## src/rtl/mips_multicycle_ctrl_if.sv

```systemverilog
// Control bundle between the multicycle MIPS controller and its datapath.
// master = controller side, slave = datapath/memory side.
interface mips_multicycle_ctrl_if #(
  parameter int ALUOP_W = 2
);
  logic [5:0]         op;
  logic               mem_ready;
  logic               pcwrite;
  logic               branch;
  logic               branch_ne;
  logic               iord;
  logic               memwrite;
  logic               irwrite;
  logic               regdst;
  logic               memtoreg;
  logic               regwrite;
  logic               alusrca;
  logic [1:0]         alusrcb;
  logic               zeroext;
  logic [1:0]         pcsrc;
  logic [ALUOP_W-1:0] alu_op;
  logic               instr_done;
  logic               illegal_op;
  logic [3:0]         state;

  modport master (
    input  op, mem_ready,
    output pcwrite, branch, branch_ne, iord, memwrite, irwrite, regdst, memtoreg,
           regwrite, alusrca, alusrcb, zeroext, pcsrc, alu_op, instr_done,
           illegal_op, state
  );

  modport slave (
    output op, mem_ready,
    input  pcwrite, branch, branch_ne, iord, memwrite, irwrite, regdst, memtoreg,
           regwrite, alusrca, alusrcb, zeroext, pcsrc, alu_op, instr_done,
           illegal_op, state
  );
endinterface

```

## src/rtl/mips_multicycle_ctrl.sv

```systemverilog
// Multicycle MIPS main control: registered Moore FSM sequencing one
// instruction over 3-5 cycles (plus memory wait states).
//
// state   | meaning
// --------+--------------------------------------------------
// FETCH   | read instruction at PC, PC += 4 when memory ready
// DECODE  | read registers, precompute branch target
// MEMADR  | compute load/store address rs + imm
// MEMRD   | load data read from ALUOut address
// MEMWB   | write MDR to rt
// MEMWR   | store rt to ALUOut address
// RTYPEEX | ALU op on rs, rt using funct
// ALUWB   | write ALUOut to rd
// ADDIEX  | rs + sign-extended imm
// ORIEX   | rs | zero-extended imm
// IMMWB   | write ALUOut to rt
// BEQEX   | compare rs - rt, load PC if equal
// BNEEX   | compare rs - rt, load PC if not equal
// JEX     | load PC with jump target
module mips_multicycle_ctrl #(
  parameter int ALUOP_W  = 2,
  parameter int EN_EXT   = 1,
  parameter int MEM_WAIT = 1
) (
  input  logic                     clk,
  input  logic                     reset_n,
  mips_multicycle_ctrl_if.master   bus
);

  typedef enum logic [3:0] {
    FETCH   = 4'd0,
    DECODE  = 4'd1,
    MEMADR  = 4'd2,
    MEMRD   = 4'd3,
    MEMWB   = 4'd4,
    MEMWR   = 4'd5,
    RTYPEEX = 4'd6,
    ALUWB   = 4'd7,
    ADDIEX  = 4'd8,
    ORIEX   = 4'd9,
    IMMWB   = 4'd10,
    BEQEX   = 4'd11,
    BNEEX   = 4'd12,
    JEX     = 4'd13
  } state_t;

  localparam logic [5:0] OP_RTYPE = 6'b000000;
  localparam logic [5:0] OP_LW    = 6'b100011;
  localparam logic [5:0] OP_SW    = 6'b101011;
  localparam logic [5:0] OP_BEQ   = 6'b000100;
  localparam logic [5:0] OP_BNE   = 6'b000101;
  localparam logic [5:0] OP_ADDI  = 6'b001000;
  localparam logic [5:0] OP_ORI   = 6'b001101;
  localparam logic [5:0] OP_J     = 6'b000010;

  state_t r_state;
  state_t w_state_nxt;

  logic               w_rdy;
  logic               w_pcwrite;
  logic               w_branch;
  logic               w_branch_ne;
  logic               w_memwrite;
  logic               w_irwrite;
  logic               w_regwrite;
  logic               w_iord;
  logic               w_regdst;
  logic               w_memtoreg;
  logic               w_alusrca;
  logic [1:0]         w_alusrcb;
  logic               w_zeroext;
  logic [1:0]         w_pcsrc;
  logic [ALUOP_W-1:0] w_alu_op;
  logic               w_instr_done;
  logic               w_illegal_op;

  // Without wait-state support memory is assumed to complete every access.
  assign w_rdy = (MEM_WAIT != 0) ? bus.mem_ready : 1'b1;

  // State register; async reset returns to FETCH.
  always_ff @(posedge clk or negedge reset_n) begin
    if (!reset_n) r_state <= FETCH;
    else          r_state <= w_state_nxt;
  end

  // Next-state and Moore output decode (mem_ready only matters in memory states).
  always_comb begin
    w_state_nxt  = FETCH;
    w_pcwrite    = 1'b0;
    w_branch     = 1'b0;
    w_branch_ne  = 1'b0;
    w_memwrite   = 1'b0;
    w_irwrite    = 1'b0;
    w_regwrite   = 1'b0;
    w_iord       = 1'b0;
    w_regdst     = 1'b0;
    w_memtoreg   = 1'b0;
    w_alusrca    = 1'b0;
    w_alusrcb    = 2'b00;
    w_zeroext    = 1'b0;
    w_pcsrc      = 2'b00;
    w_alu_op     = '0;
    w_instr_done = 1'b0;
    w_illegal_op = 1'b0;
    case (r_state)
      FETCH: begin
        w_alusrcb   = 2'b01;
        w_irwrite   = w_rdy;
        w_pcwrite   = w_rdy;
        w_state_nxt = w_rdy ? DECODE : FETCH;
      end
      DECODE: begin
        w_alusrcb = 2'b11;
        case (bus.op)
          OP_RTYPE:      w_state_nxt = RTYPEEX;
          OP_LW, OP_SW:  w_state_nxt = MEMADR;
          OP_BEQ:        w_state_nxt = BEQEX;
          OP_ADDI:       w_state_nxt = ADDIEX;
          OP_J:          w_state_nxt = JEX;
          OP_ORI: begin
            if (EN_EXT != 0) w_state_nxt = ORIEX;
            else begin
              w_illegal_op = 1'b1;
              w_instr_done = 1'b1;
            end
          end
          OP_BNE: begin
            if (EN_EXT != 0) w_state_nxt = BNEEX;
            else begin
              w_illegal_op = 1'b1;
              w_instr_done = 1'b1;
            end
          end
          default: begin
            w_illegal_op = 1'b1;
            w_instr_done = 1'b1;
          end
        endcase
      end
      MEMADR: begin
        w_alusrca   = 1'b1;
        w_alusrcb   = 2'b10;
        w_state_nxt = (bus.op == OP_LW) ? MEMRD : MEMWR;
      end
      MEMRD: begin
        w_iord      = 1'b1;
        w_state_nxt = w_rdy ? MEMWB : MEMRD;
      end
      MEMWB: begin
        w_memtoreg   = 1'b1;
        w_regwrite   = 1'b1;
        w_instr_done = 1'b1;
      end
      MEMWR: begin
        w_iord       = 1'b1;
        w_memwrite   = 1'b1;
        w_instr_done = w_rdy;
        w_state_nxt  = w_rdy ? FETCH : MEMWR;
      end
      RTYPEEX: begin
        w_alusrca     = 1'b1;
        w_alu_op[1:0] = 2'b10;
        w_state_nxt   = ALUWB;
      end
      ALUWB: begin
        w_regdst     = 1'b1;
        w_regwrite   = 1'b1;
        w_instr_done = 1'b1;
      end
      ADDIEX: begin
        w_alusrca   = 1'b1;
        w_alusrcb   = 2'b10;
        w_state_nxt = IMMWB;
      end
      ORIEX: begin
        w_alusrca     = 1'b1;
        w_alusrcb     = 2'b10;
        w_alu_op[1:0] = 2'b11;
        w_zeroext     = 1'b1;
        w_state_nxt   = IMMWB;
      end
      IMMWB: begin
        w_regwrite   = 1'b1;
        w_instr_done = 1'b1;
      end
      BEQEX: begin
        w_alusrca     = 1'b1;
        w_alu_op[1:0] = 2'b01;
        w_pcsrc       = 2'b01;
        w_branch      = 1'b1;
        w_instr_done  = 1'b1;
      end
      BNEEX: begin
        w_alusrca     = 1'b1;
        w_alu_op[1:0] = 2'b01;
        w_pcsrc       = 2'b01;
        w_branch_ne   = 1'b1;
        w_instr_done  = 1'b1;
      end
      JEX: begin
        w_pcsrc      = 2'b10;
        w_pcwrite    = 1'b1;
        w_instr_done = 1'b1;
      end
      default: w_state_nxt = FETCH;
    endcase
  end

  // Write enables are gated by reset so an aborted instruction cannot write anything.
  assign bus.pcwrite    = w_pcwrite   & reset_n;
  assign bus.branch     = w_branch    & reset_n;
  assign bus.branch_ne  = w_branch_ne & reset_n;
  assign bus.memwrite   = w_memwrite  & reset_n;
  assign bus.irwrite    = w_irwrite   & reset_n;
  assign bus.regwrite   = w_regwrite  & reset_n;
  assign bus.iord       = w_iord;
  assign bus.regdst     = w_regdst;
  assign bus.memtoreg   = w_memtoreg;
  assign bus.alusrca    = w_alusrca;
  assign bus.alusrcb    = w_alusrcb;
  assign bus.zeroext    = w_zeroext;
  assign bus.pcsrc      = w_pcsrc;
  assign bus.alu_op     = w_alu_op;
  assign bus.instr_done = w_instr_done;
  assign bus.illegal_op = w_illegal_op;
  assign bus.state      = r_state;

endmodule

```

## src/flat_wrapper.sv

```systemverilog
// flat-port wrapper written by rule: the top's interface ports become plain ports
module mips_multicycle_ctrl_flat 
#(
  parameter int ALUOP_W  = 2,
  parameter int EN_EXT   = 1,
  parameter int MEM_WAIT = 1
)
  (clk, reset_n, bus_op, bus_mem_ready, bus_pcwrite, bus_branch, bus_branch_ne, bus_iord, bus_memwrite, bus_irwrite, bus_regdst, bus_memtoreg, bus_regwrite, bus_alusrca, bus_alusrcb, bus_zeroext, bus_pcsrc, bus_alu_op, bus_instr_done, bus_illegal_op, bus_state);
  mips_multicycle_ctrl_if #(.ALUOP_W(ALUOP_W)) bus_i ();
  input  logic clk;
  input  logic reset_n;
  input wire logic [$bits(bus_i.op)-1:0] bus_op;
  input wire logic [$bits(bus_i.mem_ready)-1:0] bus_mem_ready;
  output wire logic [$bits(bus_i.pcwrite)-1:0] bus_pcwrite;
  output wire logic [$bits(bus_i.branch)-1:0] bus_branch;
  output wire logic [$bits(bus_i.branch_ne)-1:0] bus_branch_ne;
  output wire logic [$bits(bus_i.iord)-1:0] bus_iord;
  output wire logic [$bits(bus_i.memwrite)-1:0] bus_memwrite;
  output wire logic [$bits(bus_i.irwrite)-1:0] bus_irwrite;
  output wire logic [$bits(bus_i.regdst)-1:0] bus_regdst;
  output wire logic [$bits(bus_i.memtoreg)-1:0] bus_memtoreg;
  output wire logic [$bits(bus_i.regwrite)-1:0] bus_regwrite;
  output wire logic [$bits(bus_i.alusrca)-1:0] bus_alusrca;
  output wire logic [$bits(bus_i.alusrcb)-1:0] bus_alusrcb;
  output wire logic [$bits(bus_i.zeroext)-1:0] bus_zeroext;
  output wire logic [$bits(bus_i.pcsrc)-1:0] bus_pcsrc;
  output wire logic [$bits(bus_i.alu_op)-1:0] bus_alu_op;
  output wire logic [$bits(bus_i.instr_done)-1:0] bus_instr_done;
  output wire logic [$bits(bus_i.illegal_op)-1:0] bus_illegal_op;
  output wire logic [$bits(bus_i.state)-1:0] bus_state;
  assign bus_i.op = bus_op;
  assign bus_i.mem_ready = bus_mem_ready;
  assign bus_pcwrite = bus_i.pcwrite;
  assign bus_branch = bus_i.branch;
  assign bus_branch_ne = bus_i.branch_ne;
  assign bus_iord = bus_i.iord;
  assign bus_memwrite = bus_i.memwrite;
  assign bus_irwrite = bus_i.irwrite;
  assign bus_regdst = bus_i.regdst;
  assign bus_memtoreg = bus_i.memtoreg;
  assign bus_regwrite = bus_i.regwrite;
  assign bus_alusrca = bus_i.alusrca;
  assign bus_alusrcb = bus_i.alusrcb;
  assign bus_zeroext = bus_i.zeroext;
  assign bus_pcsrc = bus_i.pcsrc;
  assign bus_alu_op = bus_i.alu_op;
  assign bus_instr_done = bus_i.instr_done;
  assign bus_illegal_op = bus_i.illegal_op;
  assign bus_state = bus_i.state;
  mips_multicycle_ctrl #(.ALUOP_W(ALUOP_W), .EN_EXT(EN_EXT), .MEM_WAIT(MEM_WAIT)) u_core (.clk(clk), .reset_n(reset_n), .bus(bus_i));
endmodule
```

## config.mk

```make
export PLATFORM = sky130hd
export DESIGN_NAME = mips_multicycle_ctrl_flat
export DESIGN_NICKNAME = d
export VERILOG_FILES = /design/src/rtl/mips_multicycle_ctrl_if.sv /design/src/rtl/mips_multicycle_ctrl.sv /design/src/flat_wrapper.sv
export SDC_FILE = /design/constraint.sdc
export NUM_CORES = 1
export LEC_CHECK = 0
export CAP_MARGIN = 10
export CORE_MARGIN = 2
export CORE_UTILIZATION = 31
export CTS_CLUSTER_SIZE = 30
export DETAILED_ROUTE_END_ITERATION = 8
export SLEW_MARGIN = 0
export SYNTH_ARGS = -nofsm -noshare
export SYNTH_HDL_FRONTEND = slang
export SYNTH_SLANG_ARGS = --single-unit
```

## constraint.sdc

```tcl
create_clock -name clk -period 2.9 [get_ports clk]
set_input_delay 0.435 -clock clk [delete_from_list [all_inputs] [get_ports clk]]
set_output_delay 0.435 -clock clk [all_outputs]
set_load 0.01 [all_outputs]
```

After elaboration in Yosys (flattened, before gate mapping)

Index checks and enable logic that the tools add are counted.

Multiplexer cells: 23
Equal/unequal tests: 20
Bitwise operators: 6
Reductions and logical operators: 11

Operators by type and width:

| cell               | count |
|---|---|
| $pmux 4 s7         | 2 |
| $eq 4x4->1 const B | 6 |
| $eq 4x3->1 const B | 4 |
| $mux 1             | 13 |
| $eq 6x3->1 const B | 2 |
| $eq 6x4->1 const B | 2 |
| $eq 6x6->1 const B | 2 |
| $pmux 2 s3         | 2 |
| $reduce_or 6->1    | 2 |
| $mux 3             | 3 |
| $eq 4x2->1 const B | 2 |
| $reduce_or 2->1    | 4 |
| $reduce_or 8->1    | 1 |
| $and 1x1->1        | 6 |
| $eq 6x2->1 const B | 1 |
| $logic_not 6->1    | 1 |
| $reduce_or 3->1    | 2 |
| $eq 4x1->1 const B | 1 |
| $logic_not 4->1    | 1 |
| $pmux 2 s2         | 1 |
| $pmux 1 s3         | 1 |
| $pmux 1 s2         | 1 |

Input port bits: 9
Word-level logic and storage cells: 61
Flip-flop bits (word level): 4
Output and inout bits: 23

Longest topological paths before layout

Gate-level depths: netlist of run 1.

Depth after elaboration: 4
Gate-level depth with buffers: 6
Mapped depth without buffers: 4

Least setup slack after synthesis of run 1

Ideal clock, no wire load.

Kind: input-to-output
Start point: input port bus_op[1]
End point: output port bus_instr_done
Cell stages on the path: 4
Slack: 935 ps
Buffers on the path: 0
Required time: 2465 ps
Arrival time: 1530 ps
Cell sequence: or4_1 o21a_1 o2111a_1 o21bai_1

Longest elaborated chain between the ends: 4
Elaborated cells between the ends (all ways): 11
Those cells by class: 7 x eq/ne; 2 x mux; 2 x reduce/logical

RTL lines:

| element                            | line                        | RTL |
|---|---|---|
| from (decl)                        | flat_wrapper.sv:12          | `input wire logic [$bits(bus_i.op)-1:0] bus_op;` |
| $eq 6x6->1 (tied with other cells) | mips_multicycle_ctrl.sv:114 | `case (bus.op)` |
| $reduce_or 8->1 (no line) (*)      | -                           |  |
| $mux 1 (*)                         | -                           |  |
| $pmux 1 s3 (*)                     | mips_multicycle_ctrl.sv:105 | `case (r_state)` |
| to (decl)                          | flat_wrapper.sv:28          | `output wire logic [$bits(bus_i.instr_done)-1:0] bus_instr_done;` |

Mark *: on every way between the ends. The rest lies on a longest branch, timed or not.

Worst setup path in the final report of run 1

Same ends and word-level chain as after synthesis.

==> results of run 1 <==
## critical path: stages
cell,delay [ns]
clkdlybuf4s50_1,0.41
or4_1,0.52
o21a_1,0.13
o2111a_1,0.24
o21bai_1,0.15
clkdlybuf4s50_1,0.49
## layout by cell type, fill, tap and decap left out, types with 2 or more instances in the layout
| cell type | instances |
|---|---|
| clkdlybuf4s50_1 | 31 |
| nor2_1 | 19 |
| nand2b_1 | 11 |
| a21oi_1 | 7 |
| nand2_1 | 5 |
| buf_4 | 5 |
| nor2b_1 | 4 |
| o21ai_0 | 4 |
| dfrtp_1 | 4 |
| nor3_1 | 3 |
| or4_1 | 3 |
| o21a_1 | 3 |
| o22ai_1 | 3 |
| xor2_1 | 3 |
| nand3_1 | 3 |
| clkbuf_4 | 3 |
| nand3b_1 | 2 |
| nor4b_1 | 2 |
## kinds of logic after synthesis
family	after synthesis
AND/OR/NAND/NOR	57
AO/OA/AOI/OAI	24
buffers and inverters	7
XOR/XNOR	4
flip-flops	4
multiplexers	1
## final timing paths
path                                startpoint                   to  depth (start not counted)  slack (ns)
hold / removal                         reset_n  u_core.bus.state[2]                          1        0.48
min in group clk           u_core.bus.state[1]  u_core.bus.state[3]                          1        0.80
setup / recovery                     bus_op[1]       bus_instr_done                          6        0.09
max in group asynchronous              reset_n  u_core.bus.state[0]                          1        2.16
hold reg to reg            u_core.bus.state[1]  u_core.bus.state[3]                          1        0.80
setup reg to reg           u_core.bus.state[1]  u_core.bus.state[0]                          5        1.25
## report_power, final
part	switching, uW	total, uW	internal [uW]
logic	274	607	332
registers	78.4	155	76.6
clock network	19.9	66.0	46.1
total	373	828	455
## area by class of cell
type                       count  share of cell area
sequential                     4              0.0982
tap                           27              0.0331
multi-input combinational     86               0.502
inverter                       1             0.00368
clock buffer                   3              0.0221
timing repair buffer          36               0.341
## per-stage QoR
stage | setup slack (ns) | hold slack [ns]
after CTS | 0.0745 | 0.481
after detailed placement | 0.0885 | 0.727
after global routing | 0.0118 | 0.496
final | 0.0917 | 0.483
after floorplan | 0.935 | 0.139
after global placement | 0.0821 | 0.719
## routing by layer
layer,GRT usage,routed length [um],vias up
met3,0.0212,90,0
met5,0,0,-
met2,0.243,838,28
met4,0.0556,0,0
met1,0.207,869,368
li1,-,-,420
==> parameters.txt, run 1 <==
Parameter                              Value

Status
  Outcome ... finished, final reports clean

STA
  RSZ-0062 raised after global routing ... false
  Slew Limit Fails ... 0
  Setup clock skew after layout ... approximately 0.0041 ns
  Crit share post-route ... 0.968
  Relative max-transition margin ... 0.683
  Measured slew at the worst slew-check pin ... ~0.48 ns
  Setup TNS ... 0 ns
  Min Tclk post-route ... ~2.8 ns
  Setup violation total in the final timing report ... 0
  Top achievable clock speed ... ~360 MHz
  Number of hold-slack violations in the final timing report ... 0

Power and ir drop
  Highest ir drop seen on vdd ... between 0.3 and 0.4 mV
  P_leak ... 0.000376 uW
  Ratio of total power to cell area ... around 810 nW/um^2
  Total power ... 828 uW

Global route
  Antenna violations before repair ... 0
  GR Util All Layers ... 0.152
  Maximum number of pins on one net before global-route repair ... 17
  Vias in the first global route ... 675
  First-pass GRT wire length ... 2980 um
  Overflow left after global routing ... 0

Floorplanning
  Number of I/O pins ... 32
  Die area ... about 2400 um^2
  Starting utilization of the core area ... 0.327
  Floorplan core area ... 1960 um^2
  Die Width ... about 49 um
  Total number of placement rows ... 16
  Die span in y ... 49.5 um

Critical path
  Largest driver fanout on the critical path ... 2
  Type of the worst setup path ... in -> out
  Worst Setup Start Kind ... input port
  Worst endpoint data arrival time ... 2.37 ns
  Nature of the critical path endpoint ... output pin
  Worst endpoint required time ... 2.47 ns

Yosys
  Area leader, netlist ... dfrtp_1
  Synth Flop Type ... dfrtp_1
  Post-synthesis instance area ... ~640 um^2
  Adder-cell area share of the yosys netlist ... 0
  Portion of synthesized cell area occupied by the leading cell type ... 0.156
  Post-synthesis async set-or-reset flop share ... 1.00
  Multiplexer share of the synthesized area ... 0.0156
  Dominant cell by count in the synthesized netlist ... nor2_1
  Flop and latch count out of synthesis ... 4
  Mapped Nets ... ~110
  Average footprint of a synthesized cell ... 6.60 um^2
  Area share of and/or/nand/nor cells after synthesis ... 0.480
  Commonest cells post-synth ... nor2_1 (19), nand2b_1 (11), a21oi_1 (7)
  Sequential area share after synthesis ... 0.156
  Number of standard cells after synthesis ... 97
  Xor/xnor share of the synthesized area ... 0.0547
  Post-synth EDFFs ... 0
  Main combinational cell family by area after synthesis ... simple AND/OR/NAND/NOR gates
  Area fraction in compound gates after synthesis ... 0.248
  Number of unique standard cell types used by synthesis ... 33
  Top cells by area, synth ... dfrtp_1 (16%), nor2_1 (11%), nand2b_1 (11%), a21oi_1 (5.5%), xor2_1 (4.1%)
  Number of warning messages in the yosys log ... 0

CTS
  Max clock buf depth ... 2
  Cell chosen for the clock root ... clkbuf_4
  Post-CTS Resized ... 0
  Clock transition at the registers of the reported paths ... around 0.04 ns
  Number of buffers created by CTS ... 3
  Clock sink total ... 4
  CTS H-Tree Depth ... 1
  Skew-Pair Late Insertion Delay ... around 0.23 ns
  Post-CTS setup buffer count ... 0
  CTS hold repair buffers ... 0
  CTS tree ... built

Final layout
  Fill cell count ... between 200 and 250
  Antenna Diode Count ... 0
  Number of flip-flops under the largest register name ... 4
  End-of-flow core utilization ... 0.520
  Area occupied by multi-input gates ... 512 um^2
  Area growth syn-to-layout ... 59.2%
  Total non-filler cell area in the finished layout ... between 1000 and 1500 um^2
  Register Area ... roughly 100 um^2
  NumNets Final ... between 100 and 150
  Fraction of layout cells with a size suffix above 1 ... 0.0769
  Count of non-filler cells in the finished layout ... roughly 160

Min path
  Path type of the worst min-delay path ... in -> async

Run
  Number of max-cap violations ... 0

Detailed routing
  Initial DRT Pass Iterations ... 4
  DR DRC count ... 0
  Via count of the routed design ... roughly 820
  DRT Wirelength ... ~1800 um
  Initial drt markers ... 8
  Per-cell routed wire length ... 11.5 um
  Average via count per standard cell ... between 5 and 6
  Number of nets with antenna violations after routing ... 0

Placement
  Port bufs ... 31
  Inst Count DP ... about 150
  HPWL after DPL ... ~1400 um
  Placed Instance Area ... around 1000 um^2
  Final GP Congestion ... 0.748
(Power assumes the default switching activity.)
==> run 2, diff against run 1 <==
--- a/config.mk
+++ b/config.mk
@@ -7,9 +7,10 @@
 export LEC_CHECK = 0
 export CAP_MARGIN = 10
 export CORE_MARGIN = 2
-export CORE_UTILIZATION = 31
+export CORE_UTILIZATION = 42
 export CTS_CLUSTER_SIZE = 30
 export DETAILED_ROUTE_END_ITERATION = 8
+export PLACE_DENSITY = 0.83
 export SLEW_MARGIN = 0
 export SYNTH_ARGS = -nofsm -noshare
 export SYNTH_HDL_FRONTEND = slang
==> parameters.txt, run 2 (same netlist as run 1, synthesis figures left out) <==
Parameter                              Value

Floorplanning
  Starting utilization of the core area ... 0.435 (was 0.327)
  Die area ... 1850 um^2 (was 2450 um^2)
  Total number of placement rows ... 14 (was 16)
  Die Width ... 43.1 um (was 49.5 um)
  Die span in y ... 43.1 um (was 49.5 um)
  Number of I/O pins ... 32 (unchanged)
  Floorplan core area ... 1470 um^2 (was 1960 um^2)

Detailed routing
  DR DRC count ... 0 (unchanged)
  Average via count per standard cell ... 5.64 (was 5.20)
  Number of nets with antenna violations after routing ... 0 (unchanged)
  Per-cell routed wire length ... 13.2 um (was 11.5 um)
  Initial drt markers ... 22 (was 8)
  Initial DRT Pass Iterations ... 4 (unchanged)
  Via count of the routed design ... 824 (was 816)
  DRT Wirelength ... 1930 um (was 1800 um)

STA
  Setup violation total in the final timing report ... 0 (unchanged)
  Top achievable clock speed ... 356 MHz (about the same)
  Measured slew at the worst slew-check pin ... 0.473 ns (was 0.475 ns)
  Slew Limit Fails ... 0 (unchanged)
  Crit share post-route ... 0.969 (was 0.968)
  RSZ-0062 raised after global routing ... false (unchanged)
  Setup clock skew after layout ... 0.00423 ns (was 0.00409 ns)
  Final Hold Slack ... 0.473 ns (was 0.483 ns)
  Min Tclk post-route ... 2.81 ns (about the same)
  Setup TNS ... 0 ns (unchanged)
  Relative max-transition margin ... 0.685 (was 0.683)
  Number of hold-slack violations in the final timing report ... 0 (unchanged)

Final layout
  Fill cell count ... 131 (was 222)
  NumNets Final ... 141 (unchanged)
  End-of-flow core utilization ... 0.688 (was 0.520)
  Antenna Diode Count ... 0 (unchanged)
  Area occupied by multi-input gates ... 518 um^2 (was 512 um^2)
  Register Area ... 100 um^2 (unchanged)
  Commonest cells after routing, fill and taps aside ... clkdlybuf4s50_1 (31), nor2_1 (19), nand2b_1 (11), a21oi_1 (7) (unchanged)
  Fraction of layout cells with a size suffix above 1 ... 0.0846 (was 0.0769)
  Most common cell after layout, fill and taps aside ... clkdlybuf4s50_1 (unchanged)
  Area growth syn-to-layout ... 58.0% (was 59.2%)
  Number of flip-flops under the largest register name ... 4 (unchanged)

Placement
  Port bufs ... 31 (unchanged)
  HPWL after DPL ... 1430 um (about the same)
  Final GP Congestion ... 0.865 (was 0.748)

Critical path
  Crit path to ... bus_instr_done (unchanged)
  Stage delay of the slowest cell on the critical path ... 0.52 ns (about the same)
  Register-to-register setup slack ... 1.29 ns (was 1.25 ns)
  Nature of the critical path endpoint ... output pin (unchanged)
  Worst Setup Start Kind ... input port (unchanged)
  Worst endpoint data arrival time ... 2.38 ns (was 2.37 ns)
  Beginning of the worst register-to-register path ... u_core.bus.state[0] (was u_core.bus.state[1])
  Worst endpoint required time ... 2.47 ns (about the same)
  Largest driver fanout on the critical path ... 2 (unchanged)
  Top delay family on crit path ... buffers and inverters (unchanged)
  Cell repeated most along the worst path ... clkdlybuf4s50_1 (unchanged)
  Buf+Inv Stages, Crit Path ... 2 (unchanged)
  Cell with the largest stage delay on the worst path ... or4_1 (unchanged)
  Type of the worst setup path ... in -> out (unchanged)
  Path length in cells of the critical path ... 6 (unchanged)
  Register-to-Register Path Depth ... 5 (unchanged)
  Critical path cell sequence ... clkdlybuf4s50_1 > or4_1 > o21a_1 > o2111a_1 > o21bai_1 > clkdlybuf4s50_1 (unchanged)
  Endpoint of the worst-slack reg-to-reg timing path ... u_core.bus.state[1] (was u_core.bus.state[0])
  Critical path origin ... bus_op[1] (unchanged)

CTS
  Post-CTS setup buffer count ... 0 (unchanged)
  Clock sink total ... 4 (unchanged)
  CTS tree ... built (unchanged)
  CTS H-Tree Depth ... 1 (unchanged)
  Skew-Pair Late Insertion Delay ... 0.23 ns (about the same)
  CTS hold repair buffers ... 0 (unchanged)
  Clock transition at the registers of the reported paths ... 0.04 ns (about the same)
  Max clock buf depth ... 2 (unchanged)
  Number of buffers created by CTS ... 3 (unchanged)
  Cell chosen for the clock root ... clkbuf_4 (unchanged)

Power and ir drop
  P_leak ... 0.000377 uW (was 0.000376 uW)
  Highest ir drop seen on vdd ... 0.504 mV (was 0.361 mV)
  Ratio of total power to cell area ... 837 nW/um^2 (was 812 nW/um^2)

Status
  Outcome ... finished, final reports clean (unchanged)

Global route
  Maximum number of pins on one net before global-route repair ... 23 (was 17)
  Vias in the first global route ... 736 (was 675)
  GR Util All Layers ... 0.217 (was 0.152)
  Overflow left after global routing ... 0 (unchanged)
  Antenna violations before repair ... 0 (unchanged)
  First-pass GRT wire length ... 3150 um (was 2980 um)

Min path
  Path type of the worst min-delay path ... in -> async (unchanged)

Run
  Number of max-cap violations ... 0 (unchanged)
run 2: timing repair:
action / 4_1_cts / 5_1_grt
endpoints found under the hold margin: 0 / 0
gates resized for setup: 0 / 1
setup endpoints to repair: 0 / 1
run 2: stage by stage:
step,instance area [um^2],setup WS [ns],power [uW],instances
finish,1010,0.0899,847,146
CTS,1010,0.0794,846,146
detailed placement,983,0.0840,769,143
global route,1010,0.0157,913,146
floorplan,641,0.935,479,97
global placement,983,0.0996,752,143
run 2: worst min-delay path by stage:
stage	endpoint	slack [ns]	depth (start not counted)
3_5_place_dp	u_core.bus.state[3]	0.68	3
2_1_floorplan	u_core.bus.state[0]	0.14	0
4_1_cts	u_core.bus.state[0]	0.47	1
6_report	u_core.bus.state[0]	0.47	1
3_3_place_gp	u_core.bus.state[0]	0.66	3
5_1_grt	u_core.bus.state[0]	0.49	1
run 2: routing by layer:
layer | global-route usage | wire (um)
met5 | 0 | 0
met4 | 0.0909 | 17
met3 | 0.00426 | 142
met2 | 0.379 | 996
met1 | 0.281 | 773
run 2: report_power, final:
part / switching (uW) / internal (uW) / total [uW]
Combinational: 303 / 333 / 636
Clock: 22.0 / 46.2 / 68.3
Sequential: 66.5 / 76.8 / 143
run 2: final cells by class:
class	count	area share
clock buffers	3	0.0222
inverters	1	0.00371
multi-input cells	86	0.512
flip-flops and latches	4	0.0989
well taps	16	0.0198
repair buffers	36	0.344
